[config.mk]
export PLATFORM = sky130hd
export DESIGN_NAME = lifo_word_packer
export DESIGN_NICKNAME = d
export VERILOG_FILES = /design/src/rtl/lifo_word_packer_pkg.sv /design/src/rtl/lifo_pack_outreg.sv /design/src/rtl/lifo_word_packer.sv
export SDC_FILE = /design/constraint.sdc
export NUM_CORES = 1
export LEC_CHECK = 0
export CAP_MARGIN = 40
export CORE_MARGIN = 5
export CORE_UTILIZATION = 56
export CTS_CLUSTER_SIZE = 30
export DETAILED_ROUTE_END_ITERATION = 10
export GPL_TIMING_DRIVEN = 0
export PLACE_DENSITY = 0.92
export SETUP_SLACK_MARGIN = 0.05
export SYNTH_ARGS = -nofsm -noshare
export SYNTH_HDL_FRONTEND = slang
export SYNTH_SLANG_ARGS = --single-unit
[constraint.sdc]
create_clock -name clk -period 4.76 [get_ports clk]
set_input_delay 0.476 -clock clk [delete_from_list [all_inputs] [get_ports clk]]
set_output_delay 0.476 -clock clk [all_outputs]
set_load 0.005 [all_outputs]
[src/rtl/lifo_word_packer_pkg.sv]
// Shared constants for the lifo stack and its word packer, plus lane addressing.
package lifo_word_packer_pkg;

  localparam int unsigned LIFO_WIDTH = 8;
  localparam int unsigned PACK_LANES = 4;

  typedef enum logic {
    OUT_EMPTY = 1'b0,
    OUT_FULL  = 1'b1
  } outreg_state_t;

  function automatic int unsigned lane_lsb(input int unsigned lane, input int unsigned width);
    return lane * width;
  endfunction

endpackage

[src/rtl/lifo_pack_outreg.sv]
// Single-entry valid/ready output register for packed words.
module lifo_pack_outreg
  import lifo_word_packer_pkg::*;
#(
  parameter int unsigned WIDTH = LIFO_WIDTH,
  parameter int unsigned LANES = PACK_LANES,
  parameter int unsigned CNTW  = $clog2(LANES + 1)
) (
  input  logic                   clk,
  input  logic                   rst,
  input  logic                   load,
  input  logic [WIDTH*LANES-1:0] load_data,
  input  logic [CNTW-1:0]        load_count,
  input  logic                   out_ready,
  output logic                   free,
  output logic                   out_valid,
  output logic [WIDTH*LANES-1:0] out_data,
  output logic [CNTW-1:0]        out_count
);

  outreg_state_t state;

  always_ff @(posedge clk or negedge rst) begin
    if (!rst) begin
      state     <= OUT_EMPTY;
      out_data  <= '0;
      out_count <= '0;
    end else begin
      case (state)
        OUT_EMPTY: begin
          if (load) begin
            state     <= OUT_FULL;
            out_data  <= load_data;
            out_count <= load_count;
          end
        end
        OUT_FULL: begin
          if (out_ready) begin
            if (load) begin
              out_data  <= load_data;
              out_count <= load_count;
            end else begin
              state <= OUT_EMPTY;
            end
          end
        end
        default: state <= OUT_EMPTY;
      endcase
    end
  end

  assign out_valid = (state == OUT_FULL);
  // Free also when the held word leaves this cycle, giving zero-bubble reloads.
  assign free      = (state == OUT_EMPTY) || out_ready;

endmodule

[src/rtl/lifo_word_packer.sv]
// Pops lifo entries and packs LANES of them into one wide valid/ready word, with flush.
module lifo_word_packer
  import lifo_word_packer_pkg::*;
#(
  parameter  int unsigned WIDTH = LIFO_WIDTH,
  parameter  int unsigned LANES = PACK_LANES,
  localparam int unsigned CNTW  = $clog2(LANES + 1)
) (
  input  logic                   clk,
  input  logic                   rst,
  input  logic                   lifo_empty,
  input  logic [WIDTH-1:0]       lifo_dout,
  output logic                   lifo_read_en,
  input  logic                   flush,
  output logic                   out_valid,
  input  logic                   out_ready,
  output logic [WIDTH*LANES-1:0] out_data,
  output logic [CNTW-1:0]        out_count,
  output logic                   busy
);

  localparam logic [CNTW-1:0] FULL_FILL = CNTW'(LANES);

  logic [WIDTH*LANES-1:0] pack;
  logic [CNTW-1:0]        fill;
  logic [CNTW-1:0]        fill_avail;
  logic                   inflight;
  logic                   flush_pending;
  logic                   out_free;
  logic                   full_load;
  logic                   flush_load;
  logic                   load;
  logic                   stall;
  logic                   flush_take;

  always_comb begin
    full_load  = (fill == FULL_FILL) && out_free;
    // A full word leaving this cycle frees the whole pack register for the next pop.
    fill_avail = full_load ? '0 : fill;
    stall      = (fill == FULL_FILL) && !out_free;
    flush_load = flush_pending && !inflight && (fill != '0) && (fill != FULL_FILL) && out_free;
    load       = full_load || flush_load;
    flush_take = flush && !flush_pending && ((fill_avail != '0) || inflight);
    lifo_read_en = rst && !lifo_empty && !flush && !flush_pending && !stall &&
                   ((fill_avail + CNTW'(inflight)) < FULL_FILL);
  end

  always_ff @(posedge clk or negedge rst) begin
    if (!rst) begin
      pack          <= '0;
      fill          <= '0;
      inflight      <= 1'b0;
      flush_pending <= 1'b0;
    end else begin
      inflight <= lifo_read_en;
      if (inflight) begin
        pack[lane_lsb(32'(fill), WIDTH) +: WIDTH] <= lifo_dout;
        fill <= fill + CNTW'(1);
      end else if (load) begin
        // Cleared pack keeps unused upper lanes zero in flushed partial words.
        pack <= '0;
        fill <= '0;
      end
      if (flush_pending) begin
        if (load || (!inflight && fill == '0))
          flush_pending <= 1'b0;
      end else if (flush_take) begin
        flush_pending <= 1'b1;
      end
    end
  end

  assign busy = (fill != '0) || inflight || flush_pending;

  lifo_pack_outreg #(
    .WIDTH(WIDTH),
    .LANES(LANES),
    .CNTW (CNTW)
  ) u_outreg (
    .clk       (clk),
    .rst       (rst),
    .load      (load),
    .load_data (pack),
    .load_count(fill),
    .out_ready (out_ready),
    .free      (out_free),
    .out_valid (out_valid),
    .out_data  (out_data),
    .out_count (out_count)
  );

endmodule

==> results.sh <==
export IMPL_overflow=0
export IMPL_min_period_ns=2.918
export IMPL_htree_num_levels=3
export IMPL_critPathArrivalTime_ns=2.44
export IMPL_diodes=0
export IMPL_endpoint="lifo_read_en"
export IMPL_syn_nets=254
export IMPL_vias=2140
export IMPL_slew_viol_final=0
export IMPL_cts_tree="built"
export IMPL_ys_seq_area_share_pct=61.29
export IMPL_critPathLaunch="fill[0]"
export IMPL_start_util_pct=57.98
export IMPL_mostFrequentLayoutCells="dfrtp_1 (73), clkdlybuf4s50_1 (49), nand2_1 (39)"
export IMPL_drt_initial_drc_count=174
export IMPL_status="complete, no violations"
export IMPL_pwr_share_clk_pct=25.9
export IMPL_cts_setup_buffers=0
export IMPL_syn_inst=234
export IMPL_crit_chain="inv_1 > ha_1 > ha_1 > inv_1 > o21ai_0 > a21oi_1 > clkdlybuf4s50_1"
export IMPL_grt_start_max_net_pins=45
export IMPL_placed_area_mm2=0.003586
export IMPL_swShare_pct=31.93
export IMPL_crit_required_ns=4.28
export IMPL_rsz0062_at_grt="false"
export IMPL_layout_drive_gt1_share_pct=19.27
export IMPL_switchingPower_mw=0.5947
export IMPL_cts_hold_buf=0
export IMPL_crit_type="flop to output port"
export IMPL_tns_ns=0
export IMPL_antenna_found_initial=0
export IMPL_regToRegEndpoint="pack[7]"
export IMPL_netlist_area_mm2=0.002980
export IMPL_drc=0
export IMPL_reg2reg_slack_ns=2.28
export IMPL_grt_pass1_wl_mm=11.83
export IMPL_worstPathMaxFanout=8
export IMPL_tightest_slew_ns=0.6556
export IMPL_worstReg2RegStart="fill[0]"
export IMPL_first_pass_iters=4
export IMPL_area_delta_synth_final_pct=26.91
export IMPL_hold_path_class="primary input to asynchronous set/reset pin"
export IMPL_hold_viol=0
export IMPL_end_kind="output port"
export IMPL_wl_per_cell_um=18.94
export IMPL_final_common_cell="dfrtp_1"
export IMPL_total_power_mw=1.863
export IMPL_clock_skew_ns=0.01086
export IMPL_port_buffers=50
export IMPL_cts_resized=0
export IMPL_startpoint_type="flop"
export IMPL_slowest_delay_ns=0.54
export IMPL_seqPwrFrac_pct=42.8
export IMPL_leakagePower_nw=1.753
export IMPL_fin_crit_sh_pct=61.31
export IMPL_hpwl_mm=4.816
export IMPL_cts_buffer_depth=2
export IMPL_synth_yosys_warnings=0
export IMPL_grt_pass1_vias=2288
export IMPL_finalSetupViolations=0
export IMPL_clkSinkCount=73
export IMPL_synthArstFlopShare_pct=100.0
export IMPL_critical_path_top_delay_family="buffers and inverters"
export IMPL_whs_ns=0.05787
export IMPL_cts_clk_slew_worst_paths_ns=0.07
export IMPL_design_area_mm2=0.003782
export IMPL_cts_buffers=9
export IMPL_antenna_left=0
export IMPL_combinationalPowerShare_pct=31.3
export IMPL_p_int_mw=1.268
export IMPL_relSlewSlack_pct=56.22
export IMPL_synth_edf_count=0
export IMPL_powerDensity_mw_per_mm2=492.4
export IMPL_ios=51
export IMPL_reg2regPathDepth=7
export IMPL_max_freq_ghz=0.3427
export IMPL_synth_distinct_cells=32
export IMPL_critPathSlowestCell="clkdlybuf4s50_1"
export IMPL_finalNetCount=316
export IMPL_worst_path_stages=7
export IMPL_syn_area_per_cell_um2=12.74
export IMPL_die_y_um=82.95
export IMPL_max_cap_violations=0
export IMPL_die_w_um=82.95
export IMPL_synth_main_ff_cell="dfrtp_1"
export IMPL_die_area_mm2=0.006881
export IMPL_cts_root_buf="clkbuf_8"
export IMPL_row_count=26
export IMPL_viasPerCell=5.768
export IMPL_wl_mm=7.026
export IMPL_peakVddDrop_uv=373.5
export IMPL_core_mm2=0.005140
export IMPL_clock_latency_ns=0.35
export IMPL_grt_use_total_pct=21.71
export IMPL_worst_path_buf_inv=3
export IMPL_gp_congestion=0.8241
export IMPL_ys_ff_latch=73
==> final cells by class <==
type | count | area, um2
repair buffers | 51 | 518.0
clock buffers | 11 | 141.4
plain buffers | 10 | 48.80
flip-flops and latches | 73 | 1827
inverters | 4 | 15.01
clock inverters | 5 | 55.05
well taps | 70 | 87.58
multi-input cells | 147 | 1090
fillers | 360 | 1358
==> per-layer routing <==
layer  up-vias  GRT usage (%)  share of wire (%)
li1        952              -                  -
met1      1083          26.38                 39
met2        91          35.50                 52
met3        14          7.525                7.3
met4         0          8.618                2.0
met5         -              0                  0
==> cell families (layout without fill, tap and decap cells) <==
| kind of cell | Yosys count | after routing | share of synthesized area, % |
|---|---|---|---|
| mux | 32 | 32 | 12.09 |
| compound gates | 45 | 45 | 11.54 |
| buf+inv | 14 | 81 | 2.141 |
| flops | 73 | 73 | 61.29 |
| simple gates | 61 | 61 | 9.405 |
| xor+xnor | 2 | 2 | 0.5878 |
| fa+ha+maj | 7 | 7 | 2.939 |
==> worst min-delay path by stage <==
stage                       endpoint  slack (ns)  cells past startpoint
2_1_floorplan                fill[0]        0.18                      0
3_3_place_gp   u_outreg.out_count[1]        0.47                      2
3_5_place_dp    u_outreg.out_data[5]        0.44                      1
4_1_cts                     pack[16]        0.05                      1
5_1_grt                     pack[16]        0.07                      1
6_report                     pack[5]        0.06                      1
==> power groups by stage <==
stage                     sequential, mW  combinational [mW]  clock [mW]
after detailed placement           0.807               0.573           0
after global placement             0.801               0.552           0
after CTS                          0.797               0.583       0.490
after floorplan                    0.793               0.345           0
final                              0.797               0.582       0.483
after global routing               0.810               0.634       0.521
==> cell usage after synthesis, types with 2 or more instances <==
cell	instances	share of area, %
nor2_1	2	0.25
clkbuf_1	2	0.25
o21ai_0	7	1.2
nand3_1	5	0.84
nand2b_1	5	1.0
buf_2	6	1.0
a21oi_1	2	0.34
dfrtp_1	73	61
a22o_1	16	4.7
xnor2_1	2	0.59
mux2_2	29	11
mux2_1	3	1.1
inv_1	4	0.50
nand2_1	39	4.9
ha_1	7	2.9
o22ai_1	16	3.4
==> registers in the layout, summed over array words and instances, names as in the netlist <==
register	cells
inflight	1
u_outreg.out_count	3
pack	32
u_outreg.out_data	32
flush_pending	1
u_outreg.out_valid	1
fill	3
==> metrics by stage <==
step | setup WS, ns | utilization (%) | cells
5_1_grt | 1.647 | 73.59 | 371
2_1_floorplan | 2.739 | - | 234
6_report | 1.842 | 73.59 | 371
3_3_place_gp | -0.1528 | 69.43 | 354
4_1_cts | 1.830 | 73.59 | 371
3_5_place_dp | 2.247 | 69.77 | 355
(Power assumes the default switching activity.)
